--- src/rtl/hp_rom_pkg.sv ---
// Shared word geometry, select-ROM opcode and ROM address layout for the serial-ROM sequencer.
package hp_rom_pkg;

    localparam int DEF_WORD_BITS  = 56;
    localparam int DEF_SYNC_BITS  = 10;
    localparam int DEF_SYNC_START = 44;
    localparam int DEF_ADDR_BITS  = 8;
    localparam int DEF_ADDR_START = 19;
    localparam int DEF_NROMS      = 8;
    localparam int DEF_ROM_BITS   = $clog2(DEF_NROMS);

    localparam logic [6:0] SEL_ROM_OP = 7'b0010000;

    // {active ROM, word address} as presented to the ROM array (default geometry)
    typedef struct packed {
        logic [DEF_ROM_BITS-1:0]  rom;
        logic [DEF_ADDR_BITS-1:0] addr;
    } rom_addr_t;

    function automatic logic is_sel_rom(input logic [6:0] op);
        return op == SEL_ROM_OP;
    endfunction

endpackage

--- src/rtl/hp_bit_timer.sv ---
// Bit-time counter with sync rising-edge resync and optional phase-lock / error tracking.
// Lock checking is compiled in with HP_ROM_SEQ_CTRL_SYNC_CHECK_EN.
module hp_bit_timer import hp_rom_pkg::*; #(
    parameter int WORD_BITS  = DEF_WORD_BITS,
    parameter int SYNC_START = DEF_SYNC_START
) (
    input  logic                         clk,
    input  logic                         rst_n,
    input  logic                         i_sync,
    output logic [$clog2(WORD_BITS)-1:0] o_bit_cnt,
    output logic                         o_edge,
    output logic                         o_locked,
    output logic                         o_lock_nxt,
    output logic                         o_sync_err
);

    localparam int CNT_W = $clog2(WORD_BITS);

    logic             r_sync_d;
    logic [CNT_W-1:0] r_bit_cnt;
    logic             w_edge;

    assign w_edge    = i_sync & ~r_sync_d;
    assign o_edge    = w_edge;
    assign o_bit_cnt = r_bit_cnt;

    always_ff @(posedge clk or negedge rst_n) begin
        if (!rst_n) begin
            r_sync_d  <= 1'b0;
            r_bit_cnt <= '0;
        end else begin
            r_sync_d <= i_sync;
            if (w_edge) begin
                r_bit_cnt <= CNT_W'(SYNC_START + 1);
            end else if (r_bit_cnt == CNT_W'(WORD_BITS - 1)) begin
                r_bit_cnt <= '0;
            end else begin
                r_bit_cnt <= r_bit_cnt + CNT_W'(1);
            end
        end
    end

`ifdef HP_ROM_SEQ_CTRL_SYNC_CHECK_EN
    logic       w_on_time;
    logic [1:0] r_good;
    logic [1:0] w_good_nxt;
    logic       w_lock_nxt;
    logic       r_locked;
    logic       r_sync_err;

    assign w_on_time = (r_bit_cnt == CNT_W'(SYNC_START));

    // Saturating count of consecutive on-time edges; two of them means locked.
    always_comb begin
        w_good_nxt = r_good;
        if (w_edge) begin
            if (!w_on_time) begin
                w_good_nxt = 2'd0;
            end else if (r_good != 2'd2) begin
                w_good_nxt = r_good + 2'd1;
            end
        end
    end

    assign w_lock_nxt = (w_good_nxt == 2'd2);

    always_ff @(posedge clk or negedge rst_n) begin
        if (!rst_n) begin
            r_good     <= 2'd0;
            r_locked   <= 1'b0;
            r_sync_err <= 1'b0;
        end else begin
            r_good     <= w_good_nxt;
            r_locked   <= w_lock_nxt;
            r_sync_err <= w_edge & ~w_on_time;
        end
    end

    assign o_locked   = r_locked;
    assign o_lock_nxt = w_lock_nxt;
    assign o_sync_err = r_sync_err;
`else
    assign o_locked   = 1'b1;
    assign o_lock_nxt = 1'b1;
    assign o_sync_err = 1'b0;
`endif

endmodule

--- src/rtl/hp_rom_seq_ctrl.sv ---
// Serial-ROM sequencer: serial address capture, parallel ROM fetch, serial instruction emit, ROM bank select.
// Optional sync lock/error checking via HP_ROM_SEQ_CTRL_SYNC_CHECK_EN.
module hp_rom_seq_ctrl import hp_rom_pkg::*; #(
    parameter int WORD_BITS  = DEF_WORD_BITS,
    parameter int SYNC_BITS  = DEF_SYNC_BITS,
    parameter int SYNC_START = DEF_SYNC_START,
    parameter int ADDR_BITS  = DEF_ADDR_BITS,
    parameter int ADDR_START = DEF_ADDR_START,
    parameter int NROMS      = DEF_NROMS
) (
    input  logic                                   clk,
    input  logic                                   rst_n,
    input  logic                                   sync,
    input  logic                                   ia,
    output logic [$clog2(NROMS)+ADDR_BITS-1:0]     rom_addr,
    input  logic [SYNC_BITS-1:0]                   rom_data,
    output logic                                   is,
    output logic [$clog2(WORD_BITS)-1:0]           bit_cnt,
    output logic                                   locked,
    output logic                                   sync_err
);

    localparam int CNT_W    = $clog2(WORD_BITS);
    localparam int ROM_BITS = $clog2(NROMS);
    localparam int ADDR_END = ADDR_START + ADDR_BITS;
    localparam int EMIT_END = SYNC_START + SYNC_BITS - 1;

    generate
        if (ADDR_START + ADDR_BITS + 2 > SYNC_START) begin : g_bad_addr_window
            $error("hp_rom_seq_ctrl: address window must end at least two bits before SYNC_START");
        end
        if (SYNC_START + SYNC_BITS > WORD_BITS) begin : g_bad_sync_window
            $error("hp_rom_seq_ctrl: sync window does not fit in the word");
        end
        if (SYNC_BITS < 10 || NROMS < 2 || ADDR_BITS < 2) begin : g_bad_widths
            $error("hp_rom_seq_ctrl: need SYNC_BITS >= 10, NROMS >= 2, ADDR_BITS >= 2");
        end
    endgenerate

    logic             w_edge;
    logic             w_lock_nxt;
    logic [CNT_W-1:0] w_bit_cnt;
    logic [CNT_W-1:0] w_bit;
    logic             w_in_addr;
    logic             w_in_emit;

    hp_bit_timer #(
        .WORD_BITS  (WORD_BITS),
        .SYNC_START (SYNC_START)
    ) u_timer (
        .clk        (clk),
        .rst_n      (rst_n),
        .i_sync     (sync),
        .o_bit_cnt  (w_bit_cnt),
        .o_edge     (w_edge),
        .o_locked   (locked),
        .o_lock_nxt (w_lock_nxt),
        .o_sync_err (sync_err)
    );

    // The sync edge cycle acts as bit SYNC_START regardless of where the counter was.
    assign w_bit     = w_edge ? CNT_W'(SYNC_START) : w_bit_cnt;
    assign w_in_addr = (w_bit >= CNT_W'(ADDR_START)) && (w_bit < CNT_W'(ADDR_END));
    assign w_in_emit = (w_bit >= CNT_W'(SYNC_START)) && (w_bit <= CNT_W'(EMIT_END));
    assign bit_cnt   = w_bit_cnt;

    logic [ADDR_BITS-1:0]          r_addr_sr;
    logic [ROM_BITS+ADDR_BITS-1:0] r_rom_addr;
    logic [ROM_BITS-1:0]           r_active;
    logic [ROM_BITS-1:0]           r_pending;
    logic [SYNC_BITS-1:0]          r_shift;
    logic [SYNC_BITS-1:0]          r_instr;
    logic                          r_is;

    // An early sync edge jumps the counter past ADDR_END, so a partial capture never reaches rom_addr.
    always_ff @(posedge clk or negedge rst_n) begin
        if (!rst_n) begin
            r_addr_sr  <= '0;
            r_rom_addr <= '0;
            r_active   <= '0;
            r_pending  <= '0;
            r_shift    <= '0;
            r_instr    <= '0;
            r_is       <= 1'b0;
        end else begin
            if (w_bit == CNT_W'(ADDR_START)) begin
                r_active <= r_pending;
            end
            if (w_in_addr) begin
                r_addr_sr <= {ia, r_addr_sr[ADDR_BITS-1:1]};
            end
            if (w_bit == CNT_W'(ADDR_END)) begin
                r_rom_addr <= {r_active, r_addr_sr};
            end
            if (w_bit == CNT_W'(SYNC_START - 1)) begin
                r_shift <= rom_data;
                r_instr <= rom_data;
            end
            if (w_in_emit) begin
                r_is    <= r_shift[0] & w_lock_nxt;
                r_shift <= r_shift >> 1;
            end else begin
                r_is <= 1'b0;
            end
            if (w_bit == CNT_W'(EMIT_END) && is_sel_rom(r_instr[6:0])) begin
                r_pending <= ROM_BITS'(r_instr[9:7]);
            end
        end
    end

    assign rom_addr = r_rom_addr;
    assign is       = r_is;

endmodule

--- config.mk ---
export PLATFORM = sky130hd
export DESIGN_NAME = hp_rom_seq_ctrl
export DESIGN_NICKNAME = d
export VERILOG_FILES = /design/src/rtl/hp_rom_pkg.sv /design/src/rtl/hp_bit_timer.sv /design/src/rtl/hp_rom_seq_ctrl.sv
export SDC_FILE = /design/constraint.sdc
export NUM_CORES = 1
export LEC_CHECK = 0
export CAP_MARGIN = 20
export CORE_ASPECT_RATIO = 0.8
export CORE_UTILIZATION = 53
export DETAILED_ROUTE_END_ITERATION = 6
export PLACE_DENSITY_LB_ADDON = 0.1
export SLEW_MARGIN = 5
export SYNTH_ARGS = -nofsm -noshare
export SYNTH_HDL_FRONTEND = slang
export SYNTH_SLANG_ARGS = --single-unit
export TNS_END_PERCENT = 50
--- constraint.sdc ---
create_clock -name clk -period 2.2 [get_ports clk]
set_clock_uncertainty 0.15 [all_clocks]
set_input_delay 0.66 -clock clk [delete_from_list [all_inputs] [get_ports clk]]
set_output_delay 0.66 -clock clk [all_outputs]
set_load 0.05 [all_outputs]
[Word level (Yosys, flattened, before mapping)]
Cells that the tools add are included.
Word-level totals
  flip-flop bits (word level): 53
  latch bits: 0
  bits in writable memories: 0
  bits in read-only memories: 0
  input bits: 14
  output and inout port bits: 20
  word-level logic and storage cells: 32
  memories kept: 0
Operators by class
  add/subtract/negate cells: 1
  multipliers: 0
  div/mod/pow operators: 0
  order comparisons: 4
  equal/unequal tests: 6
  shift operators: 0
  mux-type cells: 6
  bitwise logic cells: 2
  reductions and logical operators: 4
Operator list (number)
  $mux W10: 2
  $eq A6 B6 Y1 const B: 3
  $mux W6: 3
  $eq A6 B5 Y1 const B: 2
  $eq A7 B5 Y1 const B: 1
  $add A6 B1 Y6 const B: 1
  $ge A6 B5 Y1 const B: 1
  $ge A6 B6 Y1 const B: 1
  $le A6 B6 Y1 const B: 1
  $lt A6 B5 Y1 const B: 1
  $logic_and A1 B1 Y1: 3
  $reduce_bool A2 Y1: 1
  $and A1 B1 Y1: 1
  $mux W1: 1
  $not A1 Y1: 1

[Longest topological paths before layout]
Gate-level depths: netlist (run 1).
  word-level depth: 6
  mapped depth: 6
  mapped depth without buffers: 5

[Hierarchy]
A second synthesis (run 1) with hierarchy kept.
Second synthesis, totals
  cells, all modules: 157
  area, all modules: 2346.0 um^2
By module, submodules not included
  hp_rom_seq_ctrl: times used 1, cells an instance 126, area an instance 2001.9 um^2, sequential area each 1151.1 um^2
  hp_bit_timer: times used 1, cells an instance 31, area an instance 344.1 um^2, sequential area each 175.2 um^2

[Least setup slack after synthesis (run 1)]
OpenSTA, ideal clock, no wires.
  path kind: reg-to-reg
  from: register u_timer.r_bit_cnt[1] (netlist: u_timer.o_bit_cnt[1])
  to: register r_shift[1]
  library setup time: 125 ps
  arrival: 1959 ps
  required time: 1925 ps
  path slack: -33 ps
  cell stages (with the launch flop): 6
  buffers on the path: 1
  clock period less this slack: 2233 ps
  cell sequence: dfrtp_1 > nand2_1 > nor4_4 > buf_4 > mux2_2 > mux2_2
On the way
  cells in the longest elaborated chain, start to end: 4
  elaborated cells on any way between the ends: 7
  those cells by class: order compare (2); eq/ne (1); mux (2); reduce/logical (2)
RTL lines
  start: declaration: RTL line hp_bit_timer.sv:20  | logic [CNT_W-1:0] r_bit_cnt;
  start signal: assignment: RTL line hp_bit_timer.sv:34  | r_bit_cnt <= CNT_W'(SYNC_START + 1);
  start signal: assignment: RTL line hp_bit_timer.sv:38  | r_bit_cnt <= r_bit_cnt + CNT_W'(1);
  $mux W6 *: RTL line hp_rom_seq_ctrl.sv:62  | assign w_bit = w_edge ? CNT_W'(SYNC_START) : w_bit_cnt;
  $ge A6 B6 Y1 or $le A6 B6 Y1 (tied branches): RTL line hp_rom_seq_ctrl.sv:64  | assign w_in_emit = (w_bit >= CNT_W'(SYNC_START)) && (w_bit <= CNT_W'(EMIT_END));
  $logic_and A1 B1 Y1: RTL line hp_rom_seq_ctrl.sv:64
  $mux W10 or $reduce_bool A2 Y1 (tied branches)
  end signal: assignment: RTL line hp_rom_seq_ctrl.sv:96  | r_shift <= rom_data;
  end signal: assignment: RTL line hp_rom_seq_ctrl.sv:101  | r_shift <= r_shift >> 1;
  end: declaration: RTL line hp_rom_seq_ctrl.sv:71  | logic [SYNC_BITS-1:0] r_shift;
Every way passes the cells marked *; elsewhere a longest branch is shown, timed or not.
A chain may end at the register's enable or synchronous reset.

[Final worst setup path (run 1)]
  from: input sync
  to: register r_shift[3]
On the way
  cells in the longest elaborated chain, start to end: 5
  elaborated cells on any way between the ends: 8
  those cells by class: order compare (2); eq/ne (1); mux (2); bitwise (1); reduce/logical (2)
RTL lines
  start: declaration: RTL line hp_rom_seq_ctrl.sv:13  | input logic sync,
  $and A1 B1 Y1 *: RTL line hp_bit_timer.sv:23  | assign w_edge = i_sync & ~r_sync_d;
  $mux W6 *: RTL line hp_rom_seq_ctrl.sv:62
  $ge A6 B6 Y1 or $le A6 B6 Y1 (tied branches): RTL line hp_rom_seq_ctrl.sv:64
  $logic_and A1 B1 Y1: RTL line hp_rom_seq_ctrl.sv:64
  $mux W10 or $reduce_bool A2 Y1 (tied branches)
Marks and branches as above.

==> results of run 1 <==
[state kept, by name, summed over array words and instances (netlist names)]
register           count
is                     1
r_active               3
r_addr_sr              8
r_instr               10
r_pending              3
r_shift               10
rom_addr              11
u_timer.o_bit_cnt      6
u_timer.r_sync_d       1
[routing by layer]
metal	global-route usage	vias up
li1	-	646
met2	0.321	34
met3	0.0415	7
met4	0.0824	0
met5	0	-
met1	0.240	725
[layout by cell type (no fill, tap or decap), drive strengths merged, types with 2 or more instances in the layout]
cell type / instances
buf: 31
nand2: 5
o21ai: 5
nor2: 2
and2: 2
clkbuf: 6
clkdlybuf4s50: 11
nor2b: 3
mux2: 53
a21oi: 3
nor4: 3
dfrtp: 53
and2b: 2
nand2b: 2
conb: 2
[stage by stage]
stage / cells / power [mW]
after global placement: 249 / 2.39
after detailed placement: 249 / 2.44
after CTS: 259 / 3.03
after global routing: 259 / 3.17
after floorplan: 159 / 2.05
final: 259 / 3.00
[critical path, delay by kind of cell]
kind,cells,cell delay (ps)
buf+inv,2,490
simple gates,2,460
mux,2,570
[area by class of cell]
cell class / instances / area [µm²] / area share
well taps: 57 / 71.3 / 0.0249
multi-input cells: 97 / 925 / 0.322
clock buffers: 5 / 68.8 / 0.0240
flip-flops and latches: 53 / 1330 / 0.463
clock inverters: 3 / 25.0 / 0.00873
repair buffers: 44 / 449 / 0.157
[timing repair]
item	in CTS	in global routing
endpoints found under the hold margin	0	0
endpoints found under the setup margin	33	1
pin swaps	1	0
resized for setup	1	1
setup buffers	1	0
cloned	1	0
[kinds of logic (layout without fill, tap and decap cells)]
| family | Yosys count | in the layout | synth area share |
|---|---|---|---|
| mux | 54 | 54 | 0.261 |
| simple gates | 26 | 26 | 0.0862 |
| buf+inv | 9 | 52 | 0.0312 |
| xor+xnor | 1 | 1 | 0.00377 |
| fa+ha+maj | 1 | 1 | 0.00538 |
| other cells | 2 | 2 | 0.00323 |
| compound gates | 13 | 13 | 0.0382 |
| flops | 53 | 53 | 0.571 |
[power by group through the flow]
stage / clock network, mW / logic (mW) / registers (mW)
6_report: 0.559 / 1.11 / 1.32
5_1_grt: 0.617 / 1.20 / 1.36
4_1_cts: 0.577 / 1.12 / 1.33
3_5_place_dp: 0 / 1.10 / 1.35
3_3_place_gp: 0 / 1.06 / 1.33
2_1_floorplan: 0 / 0.578 / 1.48
[worst max path at each step]
stage,from,to,slack (ps),depth (start not counted)
2_1_floorplan,sync,r_shift[1],40,5
3_3_place_gp,sync,r_shift[8],-440,6
3_5_place_dp,sync,r_shift[7],-470,6
4_1_cts,sync,r_shift[3],30,6
5_1_grt,sync,r_shift[3],40,6
6_report,sync,r_shift[3],80,6
==> reports/results.txt, run 1 <==
Overall die area: 4650 µm²
Final period utilization: 0.965
Reg2reg setup slack: 130 ps
Internal: 1.97 mW
Setup crit end kind: flop
Crit start category: input pin
Yosys cell types: 33
Cells after Synth: 159
Mapped Nets: 174
CTS H-tree lvls: 2
Fill count: 320
Crit path largest cell delay: 320 ps
Antenna-violating nets left: 0
Num rows: 21
Area leader, netlist: dfrtp_1
Pwr dens: 1040 nW/µm²
Vias: 1412
Hold Fails Final Rpt: 0
Largest net degree at the start of global routing: 54
Area growth syn-to-layout: 23.4%
Vias per Instance: 5.45
Crit path cell chain: dlygate4sd2_1, and2b_4, nor4_4, clkbuf_16, mux2_2, mux2_2
R2r worst-path depth: 5
Final worst slack: 77.2 ps
Seq cells post-synth: 53
Most frequent CP cell: mux2_2
Final slew viol count: 0
Worst skew pair latency: 310 ps
Number of max-cap violations: 0
Post-DP HPWL: 2.67 mm
CTS hold repair buffers: 0
PortBufs: 31
Place WS: -466 ps
Peak supply drop: 498 µV
TritonCTS clock tree: done
Vias in the first global route: 1374
RR Startpoint: u_timer.o_bit_cnt[5]
DRC viols: 0
Seq/Total Area, Yosys: 0.571
WL/cell: 14.9 µm
Slowest CP cell: mux2_2
Grt total ovfl: 0
First-pass GRT wire length: 6.59 mm
Reg-to-Reg End: r_shift[3]
Initial antenna violation count: 0
Worst-path clk slew: 100 ps
Clock power share: 0.187
Clock Tree Buf Depth: 2
Wire length on met3: 143 µm
Finished Core Util: 0.682
Most instantiated cells after synthesis: dfrtp_1 (53), mux2_2 (53), buf_4 (6)
Mapped Area: 2320 µm²
I/O pin cnt: 34
Iteration-0 DRC Markers: 121
Core area: 4200 µm²
Main synth FF type: dfrtp_1
CP Data Arrival Time: 2170 ps
Status: finished clean
Switching share of power: 0.341
DRT Pass-1 Iters: 4
Synth area leaders: dfrtp_1 (57%), mux2_2 (26%), buf_4 (1.9%)
Peak Freq: 471 MHz
TritonCTS Buffers: 5
Power share of the combinational group: 0.371
Crit path kind: in2reg
Chip width: 76.0 µm
Asr flop ratio synth: 1.00
Top sig layer: met4
Mean area per synthesized cell: 14.6 µm²
Met1 wire length: 1.88 mm
Layout Nets: 216
Reg power frac: 0.442
DP Area: 2740 µm²
Final setup fails: 0
Setup TNS: 0 ps
Die height: 61.2 µm
Ys Warns: 0
Worst Hold Class: in2async
Count of flip-flops with a built-in enable after synthesis: 0
Metal2 WL: 1.78 mm
LEAKAGE: 1.37 nW
Cell area after layout: 2870 µm²
Total track usage: 0.188
Clock Tree Root: clkbuf_8
Detailed Route WL: 3.87 mm
Critical Path RT: 2250 ps
Area share of the largest cell type after synthesis: 0.571
Worst Path Max Fanout: 6
GP Congestion: 0.752
Initial Util: 0.553
Sink Count: 53
# diodes: 0
Layout cells sized above 1: 0.505
Hold slack: 181 ps
RSZ-0062 raised after global routing: false
Sw power: 1.02 mW
Post-layout minimum cycle time: 2120 ps
(Power assumes the default switching activity.)
==> run 2, diff against run 1 <==
- RECOVER_POWER: unset -> 25
==> run 2 against run 1 <==
Sequential power is essentially flat; hold slack gained 170 ps; total power is essentially flat; non-clock buffer count is the same; critical path type unchanged.
==> reports/results.txt, run 2 (synthesized netlist as in run 1, its figures left out) <==
TritonCTS clock tree: done (unchanged)
Sequential standard cell area: 1330 µm² (unchanged)
Most frequent cells in the layout: mux2_2 (53), dfrtp_1 (51), buf_4 (24) (unchanged)
Slowest CP cell: mux2_2 (unchanged)
Hold Fails Final Rpt: 0 (unchanged)
Core area: 4200 µm² (unchanged)
Number of max-cap violations: 0 (unchanged)
Crit path cell chain: dlygate4sd2_1, and2b_4, nor4_4, clkbuf_16, mux2_2, mux2_2 (unchanged)
First-pass GRT wire length: 6.59 mm (unchanged)
Clock power share: 0.187 (about the same)
Antenna-violating nets left: 0 (unchanged)
# diodes: 0 (unchanged)
Status: finished clean (unchanged)
Most common cell after layout, fill and taps aside: mux2_2 (unchanged)
Peak supply drop: 499 µV (was 498 µV)
Critical Path RT: 2250 ps (about the same)
Initial Util: 0.553 (unchanged)
Vias per Instance: 5.46 (was 5.45)
Setup crit end kind: flop (unchanged)
Vias: 1413 (was 1412)
PortBufs: 31 (unchanged)
Crit path largest cell delay: 320 ps (about the same)
Final slew viol count: 0 (unchanged)
CTS hold repair buffers: 0 (unchanged)
Levels on crit path: 6 (unchanged)
Crit start category: input pin (unchanged)
Die height: 61.2 µm (unchanged)
Area growth syn-to-layout: 22.8% (was 23.4%)
I/O pin cnt: 34 (unchanged)
TritonCTS Buffers: 5 (unchanged)
Worst Setup SP: sync (unchanged)
Layout Nets: 216 (unchanged)
Post-layout minimum cycle time: 2120 ps (about the same)
RSZ-0062 raised after global routing: false (unchanged)
Max reg flops: 11 (unchanged)
Initial antenna violation count: 0 (unchanged)
Crit path kind: in2reg (unchanged)
Switching share of power: 0.342 (was 0.341)
Grt total ovfl: 0 (unchanged)
Power share of the combinational group: 0.371 (about the same)
LEAKAGE: 1.37 nW (about the same)
Detailed Route WL: 3.88 mm (was 3.87 mm)
Final setup fails: 0 (unchanged)
Pwr dens: 1050 nW/µm² (was 1040 nW/µm²)
Reg power frac: 0.442 (about the same)
Largest net degree at the start of global routing: 54 (unchanged)
CTS H-tree lvls: 2 (unchanged)
GP Congestion: 0.752 (unchanged)
Worst-margin pin slew: 1270 ps
Total track usage: 0.188 (unchanged)
Final period utilization: 0.965 (about the same)
Post-DP HPWL: 2.67 mm (unchanged)
Worst Hold Class: reg2reg (was in2async)
WL/cell: 15.0 µm (was 14.9 µm)
Multi-input gate area: 925 µm² (unchanged)
Vias in the first global route: 1374 (unchanged)
Most frequent CP cell: mux2_2 (unchanged)
Clock Tree Buf Depth: 2 (unchanged)
Worst path bufs/invs: 2 (unchanged)
Hold depth: 1
Layout cells sized above 1: 0.505 (unchanged)
Clock Tree Root: clkbuf_8 (unchanged)
Sink Count: 53 (unchanged)
Hold slack: 356 ps (was 181 ps)
RR Startpoint: u_timer.o_bit_cnt[5] (unchanged)
Chip width: 76.0 µm (unchanged)
Fill count: 322 (was 320)
CP delay by family, top: multiplexers (unchanged)
DRC viols: 0 (unchanged)
Peak Freq: 471 MHz (about the same)
Worst skew pair latency: 310 ps (about the same)
Iteration-0 DRC Markers: 121 (unchanged)
DRT Pass-1 Iters: 4 (unchanged)
Setup TNS: 0 ps (unchanged)
Internal: 1.97 mW (about the same)
R2r worst-path depth: 5 (unchanged)
Overall die area: 4650 µm² (unchanged)
Num rows: 21 (unchanged)
Sw power: 1.02 mW (about the same)
Worst-path clk slew: 100 ps (about the same)
CP Data Arrival Time: 2170 ps (about the same)
Hold path startpoint: r_shift[0]
Worst Path Max Fanout: 6 (unchanged)
Slew HR: 0.156
-- run 2: cell count changes in the layout (fill, tap and decap cells not counted) --
cell	previous run	this run
buf_12	6	5
clkbuf_2	0	1
-- run 2: metrics by stage --
stage | cells | setup slack, ps | area (µm²) | util | total power, mW
global route | 259 | 39.9 | 2850 | 0.679 | 3.17
detailed placement | 249 | -466 | 2740 | 0.652 | 2.44
global placement | 249 | -443 | 2740 | 0.652 | 2.39
floorplan | 159 | 43.6 | 2330 | - | 2.05
finish | 259 | 77.1 | 2850 | 0.679 | 2.99
CTS | 259 | 26.2 | 2880 | 0.684 | 3.03
-- run 2: timing repair --
item                                    CTS  global route
pin swaps                                 1             0
endpoints found under the setup margin   33             1
resized for setup                         1             1
cloned                                    1             0
setup buffers                             1             0
hold endpoints to repair                  0             0
-- run 2: metal layers --
layer / global-route usage / wire [µm]
met5: 0 / 0
met4: 0.0824 / 61
met2: 0.321 / 1780
met1: 0.240 / 1880
met3: 0.0415 / 155
-- run 2: worst paths after layout --
check	endpoint	slack (ps)
setup / recovery	r_shift[3]	80
hold / removal	is	360
max in group asynchronous	u_timer.o_bit_cnt[0]	510
min in group asynchronous	r_shift[5]	550
setup reg to reg	r_shift[3]	130
hold reg to reg	is	360
-- run 2: layout make-up --
class,count,area share
sequential,53,0.466
tap,57,0.0250
timing repair buffer,44,0.152
clock buffer,5,0.0241
multi-input combinational,97,0.324
clock inverter,3,0.00877
-- run 2: power groups by stage --
stage	registers [mW]	clock network, mW	logic, mW
detailed placement	1.35	0	1.10
finish	1.32	0.559	1.11
floorplan	1.48	0	0.578
global route	1.36	0.617	1.19
global placement	1.33	0	1.06
CTS	1.33	0.577	1.12
==> run 3, diff against run 2 <==
- SLEW_MARGIN: 5 -> unset
==> results of run 3 <==
The final DEF is identical to that of run 2; final timing and power are the same.
